**config.mk**
```make
export PLATFORM = sky130hd
export DESIGN_NAME = if_fetch
export DESIGN_NICKNAME = d
export VERILOG_FILES = /design/src/rtl/if_fetch.sv
export SDC_FILE = /design/constraint.sdc
export NUM_CORES = 1
export LEC_CHECK = 0
export ABC_AREA = 0
export CAP_MARGIN = 40
export CORE_MARGIN = 2
export CORE_UTILIZATION = 45
export DETAILED_ROUTE_END_ITERATION = 10
export HOLD_SLACK_MARGIN = 0.06
export PLACE_DENSITY_LB_ADDON = 0.15
export REMOVE_ABC_BUFFERS = 1
export SLEW_MARGIN = 20
export SYNTH_ARGS = -nofsm -noshare
export SYNTH_HDL_FRONTEND = slang
export SYNTH_SLANG_ARGS = --single-unit
```
**constraint.sdc**
```tcl
create_clock -name clk -period 2.43 [get_ports clk]
set_clock_uncertainty 0.2 [all_clocks]
set_input_delay 0.3645 -clock clk [delete_from_list [all_inputs] [get_ports clk]]
set_output_delay 0.3645 -clock clk [all_outputs]
set_load 0.02 [all_outputs]
```
**src/rtl/if_fetch.sv**
```systemverilog
// Instruction-fetch stage: PC register, req/ack instruction-memory port, IF/ID presentation.
// Optional: define IF_MISALIGN_TRAP_EN to trap misaligned redirect targets instead of aligning them.
module if_fetch #(
  parameter logic [31:0] RESET_PC = 32'h0000_0000
) (
  input  logic        clk,
  input  logic        rst,
  input  logic        stall_i,
  input  logic        branch_flag_i,
  input  logic [31:0] branch_target_i,
  output logic        mem_req_o,
  output logic [31:0] mem_addr_o,
  input  logic        mem_ack_i,
  input  logic [31:0] mem_rdata_i,
  output logic [31:0] if_pc,
  output logic [31:0] if_inst,
  output logic        if_valid
`ifdef IF_MISALIGN_TRAP_EN
  ,
  output logic        if_misalign
`endif
);

  typedef enum logic [1:0] {S_IDLE, S_REQ, S_DRAIN, S_PRESENT} state_e;

  localparam logic [31:0] NOP = 32'h0000_0013;

  state_e      state_q, state_d;
  logic [31:0] pc_q, pc_d;
  logic [31:0] redir_q, redir_d;
  logic [31:0] addr_q;
  logic [31:0] if_pc_q, if_pc_d;
  logic [31:0] if_inst_q, if_inst_d;
  logic        if_valid_q, if_valid_d;
  logic        mis_q, mis_d;

  logic [31:0] tgt;
  logic        tgt_bad, redir_bad, pc_bad;
  logic        trap;
  logic [31:0] trap_addr;

`ifdef IF_MISALIGN_TRAP_EN
  assign tgt       = branch_target_i;
  assign tgt_bad   = |branch_target_i[1:0];
  assign redir_bad = |redir_q[1:0];
  assign pc_bad    = |pc_q[1:0];
  assign if_misalign = mis_q;
`else
  assign tgt       = branch_target_i & ~32'd3;
  assign tgt_bad   = 1'b0;
  assign redir_bad = 1'b0;
  assign pc_bad    = 1'b0;
`endif

  always_comb begin
    state_d    = state_q;
    pc_d       = pc_q;
    redir_d    = redir_q;
    if_pc_d    = if_pc_q;
    if_inst_d  = if_inst_q;
    if_valid_d = if_valid_q;
    mis_d      = mis_q;
    trap       = 1'b0;
    trap_addr  = pc_q;
    unique case (state_q)
      S_IDLE: begin
        if (branch_flag_i) begin
          pc_d    = tgt;
          state_d = S_REQ;
          trap      = tgt_bad;
          trap_addr = tgt;
        end else if (!pc_bad) begin
          state_d = S_REQ;
        end
      end
      S_REQ: begin
        if (branch_flag_i && mem_ack_i) begin
          pc_d      = tgt;
          trap      = tgt_bad;
          trap_addr = tgt;
        end else if (branch_flag_i) begin
          // Request cannot be retracted: park the target until the ack lands.
          redir_d = tgt;
          state_d = S_DRAIN;
        end else if (mem_ack_i) begin
          if_pc_d    = pc_q;
          if_inst_d  = mem_rdata_i;
          if_valid_d = 1'b1;
          pc_d       = pc_q + 32'd4;
          state_d    = S_PRESENT;
        end
      end
      S_DRAIN: begin
        if (mem_ack_i) begin
          state_d = S_REQ;
          if (branch_flag_i) begin
            pc_d      = tgt;
            trap      = tgt_bad;
            trap_addr = tgt;
          end else begin
            pc_d      = redir_q;
            trap      = redir_bad;
            trap_addr = redir_q;
          end
        end else if (branch_flag_i) begin
          redir_d = tgt;
        end
      end
      S_PRESENT: begin
        if (branch_flag_i) begin
          if_valid_d = 1'b0;
          mis_d      = 1'b0;
          pc_d       = tgt;
          state_d    = S_REQ;
          trap       = tgt_bad;
          trap_addr  = tgt;
        end else if (!stall_i) begin
          if_valid_d = 1'b0;
          mis_d      = 1'b0;
          state_d    = mis_q ? S_IDLE : S_REQ;
        end
      end
      default: state_d = S_IDLE;
    endcase
    // A misaligned redirect is presented as a NOP instead of being fetched.
    if (trap) begin
      state_d    = S_PRESENT;
      pc_d       = trap_addr;
      if_pc_d    = trap_addr;
      if_inst_d  = NOP;
      if_valid_d = 1'b1;
      mis_d      = 1'b1;
    end
  end

  always_ff @(posedge clk) begin
    if (rst) begin
      state_q    <= S_IDLE;
      pc_q       <= RESET_PC;
      redir_q    <= '0;
      addr_q     <= '0;
      if_pc_q    <= '0;
      if_inst_q  <= '0;
      if_valid_q <= 1'b0;
      mis_q      <= 1'b0;
    end else begin
      state_q    <= state_d;
      pc_q       <= pc_d;
      redir_q    <= redir_d;
      addr_q     <= pc_d;
      if_pc_q    <= if_pc_d;
      if_inst_q  <= if_inst_d;
      if_valid_q <= if_valid_d;
      mis_q      <= mis_d;
    end
  end

  assign mem_req_o  = (state_q == S_REQ) || (state_q == S_DRAIN);
  assign mem_addr_o = addr_q;
  assign if_pc      = if_pc_q;
  assign if_inst    = if_inst_q;
  assign if_valid   = if_valid_q;

endmodule
```
==> run summary, run 1 <==
### Place
* 13.6 mm — hpwl dp
* 1194 — placed insts
* 0.872 — placer congestion estimate
* 8640 µm² — Cell Area, Placed
* 164 — PortBufs

### Synthesis
* 131 — post-synthesis register bit count
* 7.56 µm² — syn_area_per_cell
* sky130_fd_sc_hd__dfxtp_1 — Yosys top cell by area
* 59 — number of different library cells in the post-synthesis netlist
* 854 — count of mapped cells out of synthesis
* 0% — share of synthesized registers carrying an async set or reset
* 40.6% — area share of the largest cell type after synthesis
* sky130_fd_sc_hd__dfxtp_1 — dominant synthesized flop cell
* sky130_fd_sc_hd__dfxtp_1 (41%), sky130_fd_sc_hd__nand2_1 (14%), sky130_fd_sc_hd__a21oi_1 (9.8%) — cells taking the most area after synthesis
* 6460 µm² — Synth Cell Area
* 40.6% — Seq/Total Area, Yosys
* 0 — number of flops mapped to enable cells by yosys
* 0 — number of warnings reported in the yosys synthesis log

### Detailed routing
* 473 — number of violations reported at the end of detailed-routing iteration 0
* 0 — antenna viol nets, final
* 6800 — vias after detailed routing
* 0 — DRC
* 5.55 — number of vias per cell after detailed routing
* 20.1 mm — Detailed Route WL
* 16.4 µm — final routed wire length divided by cell count
* 5 — number of iterations in the first detailed-routing pass

### Cells and area
* 0 — # diodes
* 9260 µm² — Final Instance Area
* 12.8% — share of final-layout standard cells stronger than drive strength 1
* 1106 — Post-layout nets
* 1226 — fin cells
* 43.4% — Area Overhead vs Synth
* 66.5% — Finished Core Util

### Clock network
* 0.06 ns — register clock-pin slew on the reported worst setup and hold paths
* 2 — maximum number of buffers from clock root to sink
* sky130_fd_sc_hd__clkbuf_16 — root buffer selected by CTS
* 17 — clock buffer count from CTS
* 0.42 ns — worst skew pair latency
* 0 — Post-CTS Repair Setup Buffers
* 0 — number of hold buffers added after CTS
* built — TritonCTS clock tree
* 131 — Clock Sinks
* 4 — # H-tree levels
* 1 — number of gates resized after cts

### Timing
* 0.445 GHz — timing-limited maximum frequency
* 65.4% — Slew headroom
* 0 — setup violation total in the final timing report
* 0.204 ns — smallest hold slack
* 0.506 ns — pin slew with the least headroom to its limit
* 0 — total count of max-transition violations in the final report
* 0 — Final Hold Fails
* 2.25 ns — Final Critical Period
* 92.5% — fin crit share
* false — RSZ-0062 raised after global routing

### Job
* 0 — number of maximum-capacitance violations

### GRT
* 6267 — number of global-route vias before repair
* 68 — pin count of the biggest net entering global routing
* 26.1% — combined global-route utilization of all metal layers
* 0 — number of antenna violations at the first check in global routing
* 31.2 mm — global-route wire length before repair
* 0 — global route overflow

### Worst setup path
* 0.19 ns — slack of the worst reg-to-reg path
* 10 — crit path max fanout
* register to output pin — kind of critical path
* 1.68 ns — critical path arrival
* 1.87 ns — data required time of the worst path
* register — startpoint type of the worst setup path
* output pin — sort of element at the end of the critical path

### Floorplan
* 124 µm — overall die height
* 167 — number of top-level pins
* 124 µm — Die W
* 43 — Core Rows
* 15300 µm² — die outline area
* 46.4% — Starting Density
* 13900 µm² — area inside the core boundary

### Power
* 0.000426 V — VDD IR-drop max
* 3.33 nW — leakage power of the design
* 739 nW/µm² — Pwr per Cell Area

### Min path
* input pin to register — Hold Crit Class

### Status
* completed — run status

-- through the flow --
step           setup slack, ns  power, mW  TNS, ns
2_1_floorplan            -1.59       3.28  -125.92
3_3_place_gp            0.0788       4.15        0
3_5_place_dp            0.0307       4.17        0
4_1_cts                0.00956       6.89        0
5_1_grt                 0.0186       7.15        0
6_report                 0.183       6.84        0
-- per-layer routing --
metal | up-vias | wire length (µm) | global-route usage, % | part of all wire, %
met4 | 0 | 480 | 10.8 | 2.4
met1 | 3140 | 8890 | 33.5 | 44
li1 | 3343 | - | - | -
met5 | - | 0 | 0 | 0
met2 | 282 | 9070 | 42.8 | 45
met3 | 35 | 1660 | 5.13 | 8.2
-- sequential cells by signal, indices dropped and copies added, names as in the netlist --
register / flops
if_inst: 32
mem_addr_o: 32
if_valid: 1
redir_q: 32
if_pc: 32
state_q: 2
-- final cells by class --
type / instances / area, µm²
timing repair buffer: 232 / 2250
tap: 180 / 225
clock inverter: 14 / 185
fill: 1200 / 4670
clock buffer: 18 / 439
sequential: 131 / 2620
multi-input combinational: 643 / 3510
inverter: 8 / 30.0
-- worst paths after layout --
path                   start        endpoint  cells past startpoint
setup reg to reg  state_q[0]  mem_addr_o[31]                      8
hold / removal           rst      state_q[1]                      2
hold reg to reg   if_inst[4]      if_inst[4]                      2
setup / recovery  state_q[0]       mem_req_o                      5
-- Yosys cell counts (all sizes together) (6+ instances only) --
| library cell | count |
|---|---|
| a221oi | 11 |
| nand4 | 6 |
| clkbuf | 58 |
| xnor2 | 7 |
| nor3 | 12 |
| a31oi | 7 |
| a22oi | 18 |
| mux2i | 17 |
| mux2 | 15 |
| nor4 | 10 |
| buf | 14 |
| a211oi | 6 |
| nand3 | 21 |
| and3 | 7 |
| nor2 | 35 |
| inv | 8 |
| nand2b | 6 |
| o21ai | 34 |
| dfxtp | 131 |
| a21oi | 127 |
| nand2 | 238 |
-- logic make-up after synthesis --
group | count (synthesis) | synth area share (%)
AO/OA/AOI/OAI | 238 | 22.1
flip-flops | 131 | 40.6
XOR/XNOR | 11 | 1.49
multiplexers | 32 | 5.25
adder cells (fa/ha/maj) | 4 | 0.775
AND/OR/NAND/NOR | 358 | 24.5
buffers and inverters | 80 | 5.29
-- cells in the final DEF, fill, tap and decap left out, types with 3 or more instances in the layout --
master                            count
sky130_fd_sc_hd__xnor2_1              7
sky130_fd_sc_hd__nand3_1             20
sky130_fd_sc_hd__nand2b_1             6
sky130_fd_sc_hd__nand4_1              6
sky130_fd_sc_hd__dfxtp_1            131
sky130_fd_sc_hd__buf_12               9
sky130_fd_sc_hd__a31oi_1              7
sky130_fd_sc_hd__o21ai_0             34
sky130_fd_sc_hd__clkbuf_16           17
sky130_fd_sc_hd__xor2_1               4
sky130_fd_sc_hd__clkinvlp_4           3
sky130_fd_sc_hd__clkinv_2             5
sky130_fd_sc_hd__nor4_1               8
sky130_fd_sc_hd__a221oi_1            11
sky130_fd_sc_hd__a22oi_1             18
sky130_fd_sc_hd__o22ai_1              4
sky130_fd_sc_hd__nor3_1              12
sky130_fd_sc_hd__and3_1               4
sky130_fd_sc_hd__and2_1               4
sky130_fd_sc_hd__bufinv_16            4
sky130_fd_sc_hd__mux2i_1             17
sky130_fd_sc_hd__buf_4               60
sky130_fd_sc_hd__a21oi_1            127
sky130_fd_sc_hd__nor2_1              34
sky130_fd_sc_hd__a211oi_1             6
sky130_fd_sc_hd__a211o_1              5
sky130_fd_sc_hd__nand2_1            238
sky130_fd_sc_hd__inv_1                8
sky130_fd_sc_hd__mux2_2              15
sky130_fd_sc_hd__or3_1                3
sky130_fd_sc_hd__ha_1                 4
sky130_fd_sc_hd__clkdlybuf4s50_1    161
sky130_fd_sc_hd__and3_2               3
sky130_fd_sc_hd__o32ai_1              4
-- critical path, stage by stage (launching register included) --
cell and delay [ns]:
sky130_fd_sc_hd__dfxtp_1 0.38, sky130_fd_sc_hd__inv_1 0.06, sky130_fd_sc_hd__ha_1 0.34, sky130_fd_sc_hd__buf_4 0.21, sky130_fd_sc_hd__inv_1 0.09, sky130_fd_sc_hd__clkbuf_2 0.17
-- power by group --
group,internal [mW],leakage [nW],switching [mW]
logic,0.790,1.97,0.948
registers,2.29,1.06,0.113
clock network,1.74,0.302,0.966
(Power assumes the default switching activity.)
==> inputs of run 2 (changes only) <==
--- a/config.mk
+++ b/config.mk
@@ -11,8 +11,10 @@
 export CORE_UTILIZATION = 45
 export DETAILED_ROUTE_END_ITERATION = 10
 export HOLD_SLACK_MARGIN = 0.06
+export MAX_ROUTING_LAYER = met4
 export PLACE_DENSITY_LB_ADDON = 0.15
 export REMOVE_ABC_BUFFERS = 1
+export SETUP_SLACK_MARGIN = 0.4
 export SLEW_MARGIN = 20
 export SYNTH_ARGS = -nofsm -noshare
 export SYNTH_HDL_FRONTEND = slang
==> run summary, run 2 (synthesized netlist as in run 1, its figures left out) <==
### GRT
* 68 — pin count of the biggest net entering global routing, unchanged
* 32.5 mm — global-route wire length before repair, +4.1%
* 0 — global route overflow, unchanged
* 6419 — number of global-route vias before repair, +2.4%
* 28.1% — combined global-route utilization of all metal layers, +2.0 points
* 0 — number of antenna violations at the first check in global routing, unchanged

### Floorplan
* 43 — Core Rows, unchanged
* 15300 µm² — die outline area, unchanged
* 167 — number of top-level pins, unchanged
* 46.4% — Starting Density, unchanged
* 124 µm — Die W, unchanged
* 124 µm — overall die height, unchanged
* 13900 µm² — area inside the core boundary, unchanged

### Clock network
* 0.42 ns — worst skew pair latency, about the same
* sky130_fd_sc_hd__clkbuf_16 — root buffer selected by CTS
* 17 — clock buffer count from CTS, unchanged
* 0.06 ns — register clock-pin slew on the reported worst setup and hold paths, about the same
* 2 — maximum number of buffers from clock root to sink, unchanged
* 131 — Clock Sinks, unchanged
* 0 — number of hold buffers added after CTS, unchanged
* built — TritonCTS clock tree
* 4 — # H-tree levels, unchanged

### Cells and area
* sky130_fd_sc_hd__nand2_1 (236), sky130_fd_sc_hd__clkdlybuf4s50_1 (131), sky130_fd_sc_hd__a21oi_1 (126), sky130_fd_sc_hd__dfxtp_1 (126), sky130_fd_sc_hd__buf_4 (66) — highest-count cells in the layout ignoring fill and taps
* 0 — # diodes, unchanged
* 69.6% — Finished Core Util, +3.1 points
* sky130_fd_sc_hd__nand2_1 — most frequent standard cell in the layout excluding fill and tap cells
* 50.2% — Area Overhead vs Synth
* 17.7% — share of final-layout standard cells stronger than drive strength 1, +4.9 points
* 1123 — Post-layout nets, +1.5%

### Timing
* 0 — setup violation total in the final timing report, unchanged
* 64.4% — Slew headroom, -0.94 points
* true — RSZ-0062 raised after global routing
* 86.2% — fin crit share, -6.3 points
* 2.09 ns — Final Critical Period, -0.153 ns
* 0 ns — setup TNS, unchanged
* 0 — Final Hold Fails, unchanged
* 0 — total count of max-transition violations in the final report, unchanged
* 0.478 GHz — timing-limited maximum frequency, +7.3%
* 0.533 ns — pin slew with the least headroom to its limit, +0.0272 ns

### Detailed routing
* 5 — number of iterations in the first detailed-routing pass, unchanged
* 7006 — vias after detailed routing, +3.0%
* 17.6 µm — final routed wire length divided by cell count, +7.1%
* 9.51 mm — metal1 wirelength, +7.0%
* 5.64 — number of vias per cell after detailed routing, +1.6%
* met4 — uppermost routed layer
* 10.1 mm — routed wire length on met2, +11%
* 1.82 mm — met3 wire length, +9.8%
* 0 — antenna viol nets, final, unchanged
* 0 — DRC, unchanged
* 620 — number of violations reported at the end of detailed-routing iteration 0, +31%
* 21.8 mm — Detailed Route WL, +8.6%

### Worst setup path
* 8 — crit path max fanout, -2
* simple AND/OR/NAND/NOR gates — Crit path max-delay family
* 5 — number of cells on the worst reg-to-reg path, -3
* 0.63 ns — CP peak stage delay, +0.25 ns
* register — startpoint type of the worst setup path
* 0 — total buffers and inverters traversed by the critical path, -4
* register — sort of element at the end of the critical path
* 5 — Worst path depth, unchanged
* 2.16 ns — critical path arrival, +0.48 ns
* register to register — kind of critical path
* sky130_fd_sc_hd__or4_4 — slowest stage cell, crit path
* nand3_1 > or4_4 > o31a_4 > nor3_2 > o32ai_1 — cell-by-cell listing of the critical path
* 2.50 ns — data required time of the worst path, +0.63 ns

### Job
* 0 — number of maximum-capacitance violations, unchanged

### Place
* 0.886 — placer congestion estimate, +1.6%
* 164 — PortBufs, unchanged
* 13.6 mm — hpwl dp, unchanged

### Power
* 0.000418 V — VDD IR-drop max, -1.9%
* 3.63 nW — leakage power of the design, +8.9%
* 728 nW/µm² — Pwr per Cell Area, -1.4%

### Min path
* 2 — Hold Path Stages, unchanged
* input pin to register — Hold Crit Class

### Status
* completed — run status

[run 2: cell count changes in the layout (fill, tap and decap cells not counted), moves of 4 or more]
| cell | delta |
|---|---|
| sky130_fd_sc_hd__dfxtp_2 | +4 |
| sky130_fd_sc_hd__nor4_1 | -4 |
| sky130_fd_sc_hd__buf_4 | +6 |
| sky130_fd_sc_hd__dfxtp_1 | -5 |
| sky130_fd_sc_hd__clkdlybuf4s50_1 | -30 |
| sky130_fd_sc_hd__buf_6 | +4 |
| sky130_fd_sc_hd__dlygate4sd2_1 | +30 |
[run 2: power by group]
part | switching [mW] | leakage, nW | internal [mW]
combinational | 1.04 | 2.26 | 0.893
sequential | 0.119 | 1.07 | 2.29
clock | 0.978 | 0.302 | 1.74
[run 2: metal layers]
layer / GRT usage (%) / vias to the layer above
met5: - / -
met4: 11.4 / 0
met3: 5.27 / 37
met2: 44.8 / 309
met1: 35.0 / 3279
li1: - / 3381
[run 2: final cells by class]
class                      instances  area [µm²]
fill                            1140        4240
sequential                       131        2630
clock inverter                    14         185
inverter                           8        33.8
clock buffer                      18         439
tap                              180         225
timing repair buffer             249        2500
multi-input combinational        643        3690
[run 2: metrics by stage]
| stage | instance area, µm² | cells | setup WS [ns] | power [mW] | hold slack, ns |
|---|---|---|---|---|---|
| after global placement | 8640 | 1194 | 0.0788 | 4.15 | 0.241 |
| after CTS | 9440 | 1234 | 0.353 | 6.97 | 0.194 |
| after global routing | 9700 | 1243 | 0.271 | 7.35 | 0.216 |
| final | 9700 | 1243 | 0.336 | 7.06 | 0.212 |
| after floorplan | 6150 | 782 | -1.59 | 3.28 | 0.228 |
| after detailed placement | 8640 | 1194 | 0.0307 | 4.17 | 0.246 |
[run 2: timing repair]
action / in CTS / in global routing
endpoints found under the setup margin: 116 / 99
gates cloned: 3 / 3
endpoints found under the hold margin: 0 / 0
gates resized for setup: 56 / 34
pin swaps: 5 / 9
setup buffers: 5 / 6
[run 2: worst paths after layout]
check                                    start              to  slack, ns
worst max-delay path            mem_addr_o[14]  mem_addr_o[23]       0.34
worst min register to register      if_inst[4]      if_inst[4]       0.25
worst min-delay path                       rst      state_q[1]       0.21
worst max register to register  mem_addr_o[14]  mem_addr_o[23]       0.34
[run 2: worst register-to-register path: stages (launching register included)]
cell	delay, ns
sky130_fd_sc_hd__dfxtp_1	0.34
sky130_fd_sc_hd__nand3_1	0.14
sky130_fd_sc_hd__or4_4	0.63
sky130_fd_sc_hd__o31a_4	0.39
sky130_fd_sc_hd__nor3_2	0.12
sky130_fd_sc_hd__o32ai_1	0.12
